$ cat src/rtl/pattern_detector_if.sv
// Serial-in / match-out bundle for pattern_detector.
// master drives sig and watches out; slave is the detector.
interface pattern_detector_if;
  logic sig;
  logic out;

  modport master (
    output sig,
    input  out
  );

  modport slave (
    input  sig,
    output out
  );
endinterface

$ cat src/rtl/pattern_detector.sv
// Serial pattern detector with a stretched, registered match flag.
// `PATTERN_OVERLAP_EN selects overlapping matches (fill keeps running).
module pattern_detector #(
  parameter int unsigned PATTERN_LEN = 4,
  parameter logic [PATTERN_LEN-1:0] PATTERN = 4'b1001,
  parameter int unsigned HOLD_CYCLES = 4
) (
  input  logic clk,
  input  logic rst,
  pattern_detector_if.slave bus
);

  localparam int unsigned FW = $clog2(PATTERN_LEN + 1);
  localparam int unsigned HW = 8;

  logic [PATTERN_LEN-1:0] hist_q, hist_d;
  logic [PATTERN_LEN:0]   shift_w;
  logic [FW-1:0]          fill_q, fill_d;
  logic [HW-1:0]          hold_q, hold_d;
  logic                   out_q, out_d;
  logic                   match_w;

  // Window including the bit sampled on this edge; works for PATTERN_LEN=1.
  assign shift_w = {hist_q, bus.sig};
  assign hist_d  = shift_w[PATTERN_LEN-1:0];

  assign match_w = (hist_d == PATTERN) &&
                   (fill_q >= FW'(PATTERN_LEN - 1));

  always_comb begin
    fill_d = fill_q;
    hold_d = '0;
    out_d  = 1'b0;

    if (fill_q != FW'(PATTERN_LEN)) begin
      fill_d = fill_q + FW'(1);
    end
`ifndef PATTERN_OVERLAP_EN
    if (match_w) begin
      fill_d = '0;
    end
`endif

    if (match_w) begin
      hold_d = HW'(HOLD_CYCLES);
      out_d  = 1'b1;
    end else if (hold_q > HW'(1)) begin
      hold_d = hold_q - HW'(1);
      out_d  = 1'b1;
    end
  end

  always_ff @(posedge clk) begin
    if (rst) begin
      hist_q <= '0;
      fill_q <= '0;
      hold_q <= '0;
      out_q  <= 1'b0;
    end else begin
      hist_q <= hist_d;
      fill_q <= fill_d;
      hold_q <= hold_d;
      out_q  <= out_d;
    end
  end

  assign bus.out = out_q;

endmodule

$ cat src/flat_wrapper.sv
// flat-port wrapper written by rule: the top's interface ports become plain ports
module pattern_detector_flat 
#(
  parameter int unsigned PATTERN_LEN = 4,
  parameter logic [PATTERN_LEN-1:0] PATTERN = 4'b1001,
  parameter int unsigned HOLD_CYCLES = 4
)
  (clk, rst, bus_sig, bus_out);
  pattern_detector_if bus_i ();
  input  logic clk;
  input  logic rst;
  input wire logic [$bits(bus_i.sig)-1:0] bus_sig;
  output wire logic [$bits(bus_i.out)-1:0] bus_out;
  assign bus_i.sig = bus_sig;
  assign bus_out = bus_i.out;
  pattern_detector #(.PATTERN_LEN(PATTERN_LEN), .PATTERN(PATTERN), .HOLD_CYCLES(HOLD_CYCLES)) u_core (.clk(clk), .rst(rst), .bus(bus_i));
endmodule
$ cat config.mk
export PLATFORM = sky130hd
export DESIGN_NAME = pattern_detector_flat
export DESIGN_NICKNAME = d
export VERILOG_FILES = /design/src/rtl/pattern_detector_if.sv /design/src/rtl/pattern_detector.sv /design/src/flat_wrapper.sv
export SDC_FILE = /design/constraint.sdc
export NUM_CORES = 1
export LEC_CHECK = 0
export CORE_ASPECT_RATIO = 0.9
export CORE_MARGIN = 2
export CORE_UTILIZATION = 45
export DETAILED_ROUTE_END_ITERATION = 16
export HOLD_SLACK_MARGIN = 0.06
export PLACE_DENSITY_LB_ADDON = 0.05
export SYNTH_ARGS = -nofsm -noshare
export SYNTH_HDL_FRONTEND = slang
export SYNTH_SLANG_ARGS = --single-unit
$ cat constraint.sdc
create_clock -name clk -period 2 [get_ports clk]
set_input_delay 0.3 -clock clk [delete_from_list [all_inputs] [get_ports clk]]
set_output_delay 0.3 -clock clk [all_outputs]
set_load 0.02 [all_outputs]
-- Word-level counts from Yosys, hierarchy flattened
Cells that the tools add are included.
- $add $sub $neg: 2
- $mul: 0
- div/mod/pow operators: 0
- order comparisons: 2
- eq/ne operators: 2
- shifts and indexed selects: 0
- multiplexer cells: 4
- bitwise operators: 1
- reduce and logical (&&, ||, !) cells: 3
- operators with widths (cell ; number):
    $gt A8 B1 Y1 const B ; 1
    $sub A8 B1 Y8 const B ; 1
    $mux W3 ; 2
    $eq A4 B4 Y1 const B ; 1
    $add A3 B1 Y3 const B ; 1
    $ge A3 B2 Y1 const B ; 1
    $ne A3 B3 Y1 const B ; 1
    $reduce_or A3 Y1 ; 1
    $mux W1 ; 2
    $reduce_or A2 Y1 ; 1
    $logic_and A1 B1 Y1 ; 1
    $not A1 Y1 ; 1
- flip-flop bits (word level): 15
- latch bits: 0
- memory bits (writable): 0
- memory bits (read-only): 0
- bits of input ports: 3
- output and inout bits: 1
- logic and storage cells: 19
- memories: 0

-- Longest topological paths before layout
- word-level depth: 3
- depth in mapped cells: 5
- mapped depth without buffers: 5

-- Worst setup path after synthesis
Ideal clock, no wire load.
- kind: register to register
- start point: register u_core.hold_q[0]
- end point: register u_core.hold_q[6]
- library setup time: 86 ps
- data arrival time: 1490 ps
- data required time: 1914 ps
- setup slack: 424 ps
- cell stages (with the launch flop): 6
- buffers on the path: 0
- clock period less this slack: 1576 ps
- path through: dfxtp_1 inv_1 ha_1 or4b_1 or3_1 a211oi_1
- word-level cells in the longest chain between the ends: 3
- ends and longest elaborated chain (what ; RTL line ; RTL):
    start: declaration ; pattern_detector.sv:19 ; logic [HW-1:0] hold_q, hold_d;
    start signal: assignment ; pattern_detector.sv:62 ; hold_q <= hold_d;
    $gt A8 B1 Y1 ; pattern_detector.sv:47 ; end else if (hold_q > HW'(1)) begin
    $not A1 Y1 (no line) ; n/a ;
    $reduce_or A3 Y1 (no line) ; n/a ;
Parallel ways exist; a longest one is shown, timed or not.
A chain may end at the register's enable or synchronous reset.

-- Worst setup path in the final report
Ends and elaborated chain as after synthesis.

==> reports/metrics.csv <==
metric,value,unit
p_seq_share,42.2,%
synthesis.area,664,µm²
antennaDiodeCount,0,
clkTransAtPathRegs,0.09,ns
drtAntennaViolNets,0,
routabilityCongestion,0.685,
synth_cell_types,23,
comb_power_share,42.3,%
syn_inst,65,
nNetsFinal,82,
required,2.20,ns
ff2ff_path_depth,5,
grt_max_degree,11,
crit_path_end_kind,flip-flop,
skew,0.00455,ns
first_iter_violations,4,
cpMaxStageDelayCell,or4b_1,
first_pass_iters,3,
io_pins,4,
dpl.hpwl,782,µm
setup_violations,0,
multi_input_area,342,µm²
power.switching,0.000434,W
stdcell_area,748,µm²
finalCritPeriodShare,84.7,%
p_leak,0.293,nW
area_growth,12.6,%
fmax,0.590,GHz
fp.dieH,40.5,µm
clkPwrFrac,15.5,%
slew_violations,0,
crit_chain,inv_1 -> ha_1 -> or4b_1 -> or3_1 -> a211oi_1,
placed_area,721,µm²
yosys.area.top_type_share,45.2,%
power.density,1520,nW/µm²
area.sequential,300,µm²
avgRoutedWirePerCell,11.8,µm
cts_hold_buf,0,
clkSinkCount,15,
cts-root-buf,clkbuf_4,
grt_usage,14.3,%
hold_class,reg2reg,
start_util,46.9,%
hold_slack,0.482,ns
first_global_vias,392,
crit_family,simple AND/OR/NAND/NOR gates,
fillers,148,
cts-htree-levels,1,
yosys_warnings,0,
path_buf_inv,1,
synth.net_count,73,
status,finished clean,
post_cts_buffers,0,
rsz0062_at_grt,no,
grt_pass1_wl,1660,µm
insertion_delay,0.29,ns
cts_resized,0,
die_w,44.5,µm
endpoint,u_core.hold_q[6]$_SDFF_PP0_,
max_stage_delay,0.45,ns
r2r_start,u_core.hold_q[0]$_SDFF_PP0_,
num_rows,13,
p_int,0.000701,W
drc,0,
cts-buffers-inserted,3,
worst_pin_slew,0.484,ns
swShare,38.2,%
num_vias,471,
worstSetupStartpointType,flip-flop,
core-area,1420,µm²
layout_common_cells,"dfxtp_1 (15), inv_1 (6), ha_1 (5)",
final-hold-violation-count,0,
crit_type,reg2reg,
r2r_slack,0.31,ns
arrival,1.90,ns
ys_seq_area_share,45.2,%
ir_worst_vdd,0.000526,V
max-clock-path-buffers,2,
antenna_found_initial,0,
grt.overflow.total,0,
viasPerCell,5.35,
period_minus_slack,1.69,ns
r2r-end,u_core.hold_q[6]$_SDFF_PP0_,
setup-tns-final,0,ns
crit_path_start,u_core.hold_q[0]$_SDFF_PP0_,
path_depth,5,
die_area,1800,µm²
synth.area.top_cells,"dfxtp_1 (45%), ha_1 (9.4%), a211oi_1 (3.4%), inv_1 (3.4%), nor4_4 (3.2%)",
final_common_cell,dfxtp_1,
avgSynthCellArea,10.2,µm²
io_buffers,3,
drive_gt1_share,12.3,%
relSlewSlack,67.5,%
cts_tree,done,
cap_violations,0,
routed_wirelength,1040,µm
ys_seq_elements,15,
yosysTopAreaCell,dfxtp_1,
cp_max_fo,4,
==> Yosys cell counts <==
cell / number
nor2b_1: 3
o41ai_2: 1
a211oi_1: 3
or4_1: 2
or4_4: 1
dfxtp_1: 15
a211oi_2: 1
or4b_1: 1
inv_1: 6
o21ai_0: 2
o31ai_1: 1
nor2_1: 2
nor4_4: 1
or3_1: 3
a21oi_1: 4
ha_1: 5
nand2_1: 3
nand3_1: 1
xor2_1: 2
o41ai_1: 1
nor3b_1: 1
xnor2_1: 2
nor3_1: 4
==> power groups by stage <==
stage	clock (W)	combinational, W	sequential [W]
final	0.000176	0.000480	0.000479
after global routing	0.000200	0.000550	0.000493
after CTS	0.000186	0.000489	0.000480
after detailed placement	0	0.000485	0.000488
after global placement	0	0.000478	0.000485
after floorplan	0	0.000386	0.000481
==> area by class of cell <==
cell class,instances,area share [%]
well taps,15,2.51
flip-flops and latches,15,40.1
clock inverters,1,0.669
inverters,6,3.01
multi-input cells,44,45.7
clock buffers,3,3.01
repair buffers,4,5.02
==> how the worst min path moves through the flow <==
stage / startpoint / to / slack, ns / depth (start not counted)
2_1_floorplan: rst / u_core.bus.out$_SDFF_PP0_ / 0.37 / 1
3_3_place_gp: u_core.hold_q[0]$_SDFF_PP0_ / u_core.hold_q[0]$_SDFF_PP0_ / 0.47 / 1
3_5_place_dp: u_core.hold_q[0]$_SDFF_PP0_ / u_core.hold_q[0]$_SDFF_PP0_ / 0.48 / 1
4_1_cts: u_core.hold_q[0]$_SDFF_PP0_ / u_core.hold_q[0]$_SDFF_PP0_ / 0.49 / 1
5_1_grt: u_core.hist_q[0]$_SDFF_PP0_ / u_core.hist_q[1]$_SDFF_PP0_ / 0.51 / 1
6_report: u_core.hold_q[0]$_SDFF_PP0_ / u_core.hold_q[0]$_SDFF_PP0_ / 0.48 / 1
==> through the flow <==
stage,total power (W),util (%),worst slack (ns),instances
global route,0.00124,52.9,0.197,88
global placement,0.000963,50.9,0.347,84
CTS,0.00116,52.9,0.279,88
floorplan,0.000867,-,0.424,65
detailed placement,0.000974,50.9,0.327,84
finish,0.00114,52.9,0.306,88
==> state kept, by name, summed over array words and instances, names as in the netlist <==
register,count
u_core.fill_q,3
u_core.hist_q,3
u_core.bus.out,1
u_core.hold_q,8
==> cells by family (layout without fill, tap and decap cells) <==
family | count (synthesis) | in the layout | share of synthesized area, %
AOI/OAI and AO/OA | 13 | 13 | 14.7
xor gates and xnor gates | 4 | 4 | 5.27
adders and majority gates | 5 | 5 | 9.42
buffers and inverters | 6 | 14 | 3.39
DFF | 15 | 15 | 45.2
and+or+nand+nor | 22 | 22 | 22.0
==> metal layers <==
metal,global-route usage [%],wire [µm]
met5,0,0
met4,9.09,25
met3,8.11,43
met2,24.6,500
met1,13.4,467
Note: power is estimated with default switching activity, not from simulation.
